--- config.mk ---
export PLATFORM = sky130hd
export DESIGN_NAME = ram_access_arbiter
export DESIGN_NICKNAME = d
export VERILOG_FILES = /design/src/rtl/ram_access_arbiter.sv
export SDC_FILE = /design/constraint.sdc
export NUM_CORES = 1
export LEC_CHECK = 0
export ABC_AREA = 1
export CAP_MARGIN = 20
export CORE_ASPECT_RATIO = 0.75
export CORE_UTILIZATION = 40
export CTS_CLUSTER_SIZE = 40
export DETAILED_ROUTE_END_ITERATION = 8
export PLACE_DENSITY = 0.75
export REMOVE_ABC_BUFFERS = 1
export SLEW_MARGIN = 20
export SYNTH_ARGS = -nofsm -noshare
export SYNTH_HDL_FRONTEND = slang
export SYNTH_SLANG_ARGS = --single-unit
export TNS_END_PERCENT = 100
--- constraint.sdc ---
create_clock -name clk -period 1.5 [get_ports clk]
set_clock_uncertainty 0.2 [all_clocks]
set_input_delay 0.225 -clock clk [delete_from_list [all_inputs] [get_ports clk]]
set_output_delay 0.225 -clock clk [all_outputs]
set_load 0.03 [all_outputs]
--- src/rtl/ram_access_arbiter.sv ---
// Two-port arbiter and three-phase strobe sequencer for random_access_memory.
// Define RAM_ARB_ROUND_ROBIN_EN for round-robin tie-breaking; default is fixed priority to A.
module ram_access_arbiter #(
   parameter int SIZE = 8
) (
   input  logic            clk,
   input  logic            rst_n,
   input  logic            a_req,
   input  logic            a_we,
   input  logic [SIZE-1:0] a_addr,
   input  logic [SIZE-1:0] a_wdata,
   output logic            a_ack,
   output logic [SIZE-1:0] a_rdata,
   input  logic            b_req,
   input  logic            b_we,
   input  logic [SIZE-1:0] b_addr,
   input  logic [SIZE-1:0] b_wdata,
   output logic            b_ack,
   output logic [SIZE-1:0] b_rdata,
   output logic [SIZE-1:0] ram_address,
   output logic            ram_set_address,
   output logic            ram_set,
   output logic            ram_enable,
   output logic [SIZE-1:0] ram_data_in,
   input  logic [SIZE-1:0] ram_data_out,
   output logic            busy,
   output logic            owner
);

   typedef enum logic [1:0] {IDLE, ADDR, XFER, CAPT} state_t;

   state_t          state_q, state_d;
   logic            we_q, we_d;
   logic [SIZE-1:0] addr_q, addr_d;
   logic [SIZE-1:0] wdata_q, wdata_d;
   logic            owner_q, owner_d;
   logic            grantB;

   logic [SIZE-1:0] ramAddress_q, ramAddress_d;
   logic            ramSetAddress_q, ramSetAddress_d;
   logic            ramSet_q, ramSet_d;
   logic            ramEnable_q, ramEnable_d;
   logic [SIZE-1:0] ramDataIn_q, ramDataIn_d;
   logic            aAck_q, aAck_d;
   logic            bAck_q, bAck_d;
   logic [SIZE-1:0] aRdata_q, aRdata_d;
   logic [SIZE-1:0] bRdata_q, bRdata_d;

`ifdef RAM_ARB_ROUND_ROBIN_EN
   // Remembers which port won the previous grant; resets to B so A wins the first tie.
   logic lastB_q, lastB_d;

   always_comb begin
      grantB  = b_req && (!a_req || !lastB_q);
      lastB_d = lastB_q;
      if (state_q == IDLE && (a_req || b_req)) begin
         lastB_d = grantB;
      end
   end

   always_ff @(posedge clk) begin
      if (!rst_n) begin
         lastB_q <= 1'b1;
      end else begin
         lastB_q <= lastB_d;
      end
   end
`else
   always_comb begin
      grantB = b_req && !a_req;
   end
`endif

   always_comb begin
      state_d = state_q;
      we_d    = we_q;
      addr_d  = addr_q;
      wdata_d = wdata_q;
      owner_d = owner_q;
      case (state_q)
         IDLE: begin
            if (a_req || b_req) begin
               state_d = ADDR;
               owner_d = grantB;
               we_d    = grantB ? b_we    : a_we;
               addr_d  = grantB ? b_addr  : a_addr;
               wdata_d = grantB ? b_wdata : a_wdata;
            end
         end
         ADDR:    state_d = XFER;
         XFER:    state_d = CAPT;
         CAPT:    state_d = IDLE;
         default: state_d = IDLE;
      endcase
   end

   // RAM strobes and acks are decoded from the next state so they leave flops cleanly.
   always_comb begin
      ramAddress_d    = ramAddress_q;
      ramSetAddress_d = 1'b0;
      ramSet_d        = 1'b0;
      ramEnable_d     = 1'b0;
      ramDataIn_d     = ramDataIn_q;
      aAck_d          = 1'b0;
      bAck_d          = 1'b0;
      case (state_d)
         ADDR: begin
            ramAddress_d    = addr_d;
            ramSetAddress_d = 1'b1;
         end
         XFER: begin
            ramEnable_d = 1'b1;
            ramSet_d    = we_q;
            ramDataIn_d = wdata_q;
         end
         CAPT: begin
            aAck_d = !owner_q;
            bAck_d = owner_q;
         end
         default: ;
      endcase
   end

   always_comb begin
      aRdata_d = aRdata_q;
      bRdata_d = bRdata_q;
      if (state_q == CAPT && !we_q) begin
         if (owner_q) begin
            bRdata_d = ram_data_out;
         end else begin
            aRdata_d = ram_data_out;
         end
      end
   end

   always_ff @(posedge clk) begin
      if (!rst_n) begin
         state_q         <= IDLE;
         we_q            <= 1'b0;
         addr_q          <= '0;
         wdata_q         <= '0;
         owner_q         <= 1'b0;
         ramAddress_q    <= '0;
         ramSetAddress_q <= 1'b0;
         ramSet_q        <= 1'b0;
         ramEnable_q     <= 1'b0;
         ramDataIn_q     <= '0;
         aAck_q          <= 1'b0;
         bAck_q          <= 1'b0;
         aRdata_q        <= '0;
         bRdata_q        <= '0;
      end else begin
         state_q         <= state_d;
         we_q            <= we_d;
         addr_q          <= addr_d;
         wdata_q         <= wdata_d;
         owner_q         <= owner_d;
         ramAddress_q    <= ramAddress_d;
         ramSetAddress_q <= ramSetAddress_d;
         ramSet_q        <= ramSet_d;
         ramEnable_q     <= ramEnable_d;
         ramDataIn_q     <= ramDataIn_d;
         aAck_q          <= aAck_d;
         bAck_q          <= bAck_d;
         aRdata_q        <= aRdata_d;
         bRdata_q        <= bRdata_d;
      end
   end

   assign ram_address     = ramAddress_q;
   assign ram_set_address = ramSetAddress_q;
   assign ram_set         = ramSet_q;
   assign ram_enable      = ramEnable_q;
   assign ram_data_in     = ramDataIn_q;
   assign a_ack           = aAck_q;
   assign b_ack           = bAck_q;
   assign a_rdata         = aRdata_q;
   assign b_rdata         = bRdata_q;
   assign busy            = (state_q != IDLE);
   assign owner           = owner_q;

endmodule

### After elaboration in Yosys (flattened, before gate mapping)

Cells that the tools add are included.

| storage, ports and cells | value |
|---|---|
| bits in registers | 57 |
| input bits | 46 |
| output and inout port bits | 39 |
| word-level logic and storage cells | 43 |

| operators by class | value |
|---|---|
| equality and inequality tests | 6 |
| mux-type cells | 9 |
| bitwise logic cells | 1 |
| reduce and logical (&&, ||, !) cells | 13 |

Operator list:

| kind | number |
|---|---|
| 2-to-1 mux 8 bit | 4 |
| AND reduction 2 bit | 5 |
| equality test 2 bit (second input constant) | 4 |
| case mux 2 bit (4 select lines) | 1 |
| equality test 2 x 1 -> 1 bit (second input constant) | 2 |
| zero test 1 bit | 3 |
| 2-to-1 mux 1 bit | 3 |
| logical AND 1 bit | 2 |
| zero test 2 bit | 1 |
| 2-to-1 mux 2 bit | 1 |
| nonzero test 2 bit | 1 |
| logical OR 1 bit | 1 |
| NOT 1 bit | 1 |

### Depth between registers and ports, before layout

| logic depth | value |
|---|---|
| word-level depth | 5 |
| mapped depth | 10 |
| depth with buffers taken out | 9 |

### Least setup slack after synthesis

Ideal clock, no wire load.

| timing path | value |
|---|---|
| path kind | reg2reg |
| start point | register state_q[0] |
| end point | register we_q |
| setup time | 117 ps |
| arrival time | 1348 ps |
| required time | 1183 ps |
| slack | -165 ps |
| cell stages (with the launch flop) | 8 |
| buffers on the path | 1 |
| clock period less this slack | 1665 ps |
| cells stage by stage | dfxtp_1 -> inv_1 -> ha_1 -> inv_1 -> nor2_4 -> buf_4 -> o21ai_0 -> nor2_1 |

| on the way | value |
|---|---|
| word-level cells in the longest chain between the ends | 2 |

RTL lines:

| what | line | source |
|---|---|---|
| start, declared | 32 | `state_t state_q, state_d;` |
| start signal, assigned | 153 | `state_q <= state_d;` |
| zero test 2 bit | 80 | `case (state_q)` |
| AND reduction 2 bit (no source line) | -- |  |
| end signal, assigned | 154 | `we_q <= we_d;` |
| end, declared | 33 | `logic we_q, we_d;` |

No other way between the ends.
A chain may end at the register's enable or synchronous reset.

### Final worst setup path

| timing path | value |
|---|---|
| start point | register state_q[0] |
| end point | output port busy |

| on the way | value |
|---|---|
| word-level cells in the longest chain between the ends | 1 |

RTL lines:

| what | line | source |
|---|---|---|
| nonzero test 2 bit | 179 | `assign busy = (state_q != IDLE);` |
| end, declared | 26 | `output logic busy,` |

No other way between the ends.

==> results_dict.tcl <==
set metrics [dict create \
    pre_cts_ws_ns -0.319 \
    cts-root-buf "clkbuf_8" \
    p_total_mw 6.91 \
    synth_top_family_by_area "simple AND/OR/NAND/NOR gates" \
    syn_area_per_cell_um2 7.40 \
    maxSlewHeadroom_pct 70.5 \
    die_h_um 69.2 \
    synthTopCellsByArea "dfxtp_1, nand2_1, o21ai_0" \
    yosysSeqAreaShare_pct 47.5 \
    ys_ff_latch 57 \
    antenna_found_initial 0 \
    clkPwrFrac_pct 20.1 \
    top_level_ports 85 \
    failed_checks "negative setup slack" \
    p_per_area_nw_per_um2 1840 \
    place.gp.congestion 0.755 \
    worstSetupPathType "reg -> out" \
    path_buf_inv 3 \
    clockBufferDepth 2 \
    critical_path.top_delay_family "flip-flops" \
    reg2reg_slack_ns -0.01 \
    endpoint_kind "output port" \
    comb_power_share_pct 49.4 \
    p_sw_mw 2.83 \
    totalWireLength_um 6400 \
    drc 0 \
    hold_violations 0 \
    setup_ws_ns -0.0202 \
    path_common_cell "inv_4" \
    muxShareOfSynthArea_pct 0 \
    die_w_um 91.5 \
    synth-warning-count 0 \
    synth_top_area_cell "dfxtp_1" \
    ir_drop_uv 918 \
    ys_types 22 \
    dp_hpwl_um 4210 \
    synth-edff-count 0 \
    multiInputGateArea_um2 1210 \
    synth-main-ff-cell "dfxtp_1" \
    worst_pin_slew_ns 0.442 \
    dieArea_um2 6330 \
    outcome "finished, violations left" \
    final_antenna_net_count 0 \
    dr_total_vias 2448 \
    drv_slew 0 \
    swShare_pct 41.0 \
    drive_above_1_share_pct 25.6 \
    worstSetupStartpointType "flop" \
    htree_levels 3 \
    critPathArrivalTime_ns 1.10 \
    syn2layout_area_growth_pct 56.2 \
    clk_pin_slew_ns 0.06 \
    async_reset_ff_share_pct 0 \
    syn_inst 325 \
    seq_power_share_pct 30.5 \
    min_period_ns 1.52 \
    worst-endpoint-required_ns 1.07 \
    grt_pass1_wl_um 10100 \
    synth_common_cells "nand2_1, dfxtp_1, nor2_1, o21ai_0, inv_1" \
    leakagePower_nw 1.66 \
    grt_use_total_pct 20.4 \
    n_antenna_cell 0 \
    fp.coreArea_um2 5800 \
    grt_max_degree 19 \
    period_share_pct 101 \
    first_global_vias 2278 \
    clk_latency_ns 0.33 \
    worstPathCellList "inv_4, ha_4, inv_4, buf_12" \
    synth_top_area_share_pct 47.5 \
    synth_most_common_cell "nand2_1" \
    initial_core_util_pct 41.5 \
    yosys.area_share.xor_xnor_pct 0 \
    maxCapViolations 0 \
    slowest_stage "dfxtp_2" \
    fmaxAchievable_mhz 658 \
    synth_compound_area_share_pct 16.5 \
    port_buffers 84 \
    final_nets 480 \
    grt_overflow 0 \
    cts.sinks 57 \
    synth_fa_ha_area_share_pct 3.12 \
    slowest_delay_ns 0.35 \
    setup-violations-final 4 \
    cts_tree "yes" \
    drtIter0Drc 99 \
    syn_area_um2 2400 \
    via_per_inst 4.79 \
    num_rows 24 \
    register_area_um2 1140 \
    nFillCells 487 \
    yosys.area_share.simple_pct 23.3 \
    wl_per_cell_um 12.5 \
    path_max_fanout 4 \
    numCtsBuffers 9 \
    cts_hold_buffers 0 \
    rsz0062_at_grt "yes" \
    first_pass_iters 4 \
    p_int_mw 4.08 \
    worstHoldPathType "reg -> reg" \
]
## path summary, 6_finish.rpt
path,from,endpoint,depth (start not counted)
setup / recovery,state_q[0]$_SDFF_PN0_,busy,4
hold / removal,a_rdata[5]$_SDFFE_PN0P_,a_rdata[5]$_SDFFE_PN0P_,2
setup reg to reg,state_q[1]$_SDFF_PN0_,ram_address[6]$_SDFFE_PN0N_,7
hold reg to reg,a_rdata[5]$_SDFFE_PN0P_,a_rdata[5]$_SDFFE_PN0P_,2
## metrics by stage
stage	hold slack (ns)	instances	cell area, um2	setup TNS [ns]	util (%)
6_report	0.240	511	3760	-0.0515	64.8
5_1_grt	0.264	511	3760	-0.979	64.8
4_1_cts	0.241	508	3650	-0.111	63.0
3_5_place_dp	0.234	490	3430	-6.82	59.1
3_3_place_gp	0.229	490	3430	-6.19	59.1
2_1_floorplan	0.123	311	2310	-3.55	-
## sequential cells by signal (all words and copies together) (netlist names)
register / flops
ram_data_in: 8
ram_enable: 1
a_ack: 1
owner: 1
b_ack: 1
addr_q: 8
state_q: 2
a_rdata: 8
we_q: 1
ram_set: 1
ram_address: 8
b_rdata: 8
wdata_q: 8
ram_set_address: 1
## cell usage in the layout, fill, tap and decap left out, types with 2 or more instances in the layout
cell type        synthesis  final
clkbuf_1                 5      3
dfxtp_1                 57     55
inv_1                   37     33
clkbuf_8                 0     10
nand3_4                  1      5
a21oi_1                 34     31
clkbuf_16                0      2
o21ai_0                 40     24
inv_4                    0      2
nor3_1                   2      2
nor2_2                   1      7
nor2_1                  45     38
ha_4                     0      2
ha_1                     6      3
nand3_1                 10      8
buf_6                    3      2
nor2_4                   1      2
nand2_2                  1     10
buf_4                    3     14
clkdlybuf4s50_1          0     45
o21ai_2                  0     10
a21oi_2                  0      3
o21ai_1                  2      8
nand2_1                 70     61
clkdlybuf4s15_2          0      2
buf_12                   0      4
inv_2                    1      2
clkbuf_2                 0     24
clkdlybuf4s15_1          0     11
clkinv_2                 0      2
dfxtp_2                  0      2
## cell type report
| class | count | area share, % |
|---|---|---|
| multi-input combinational | 218 | 32.3 |
| timing repair buffer | 104 | 25.6 |
| sequential | 57 | 30.4 |
| tap | 78 | 2.60 |
| clock inverter | 3 | 1.07 |
| clock buffer | 13 | 3.96 |
| inverter | 38 | 4.03 |
## layer usage
metal  up-vias  track usage [%]  routed length [um]
met5         -                0                   0
met4         0             7.23                  55
met3        10             9.05                 479
met2        90             31.5                2950
met1      1105             25.3                2920
li1       1243                -                   -
## worst reg2reg max path: cells and delay by family, from the launching register on
family	cells	cell delay (ns)
flip-flops	1	0.33
adder cells (fa/ha/maj)	1	0.17
AND/OR/NAND/NOR	5	0.57
buffers and inverters	1	0.14
## repair_timing
item | in CTS | in global routing
gates resized for setup | 74 | 94
endpoints found under the setup margin | 52 | 63
cloned | 2 | 2
pin swaps | 2 | 15
buffers inserted | 1 | 1
## power by group through the flow
stage          logic, mW  clock network (mW)  registers (mW)
2_1_floorplan       1.29                   0            2.54
3_3_place_gp        2.89                   0            2.11
3_5_place_dp        2.93                   0            2.12
4_1_cts             3.05                1.41            2.09
5_1_grt             3.73                1.49            2.15
6_report            3.42                1.39            2.11
## cell families after synthesis
group,after synthesis
DFF,57
AOI/OAI and AO/OA,77
adders and majority gates,6
and+or+nand+nor,133
buffers and inverters,52
Note: power is estimated with default switching activity, not from simulation.
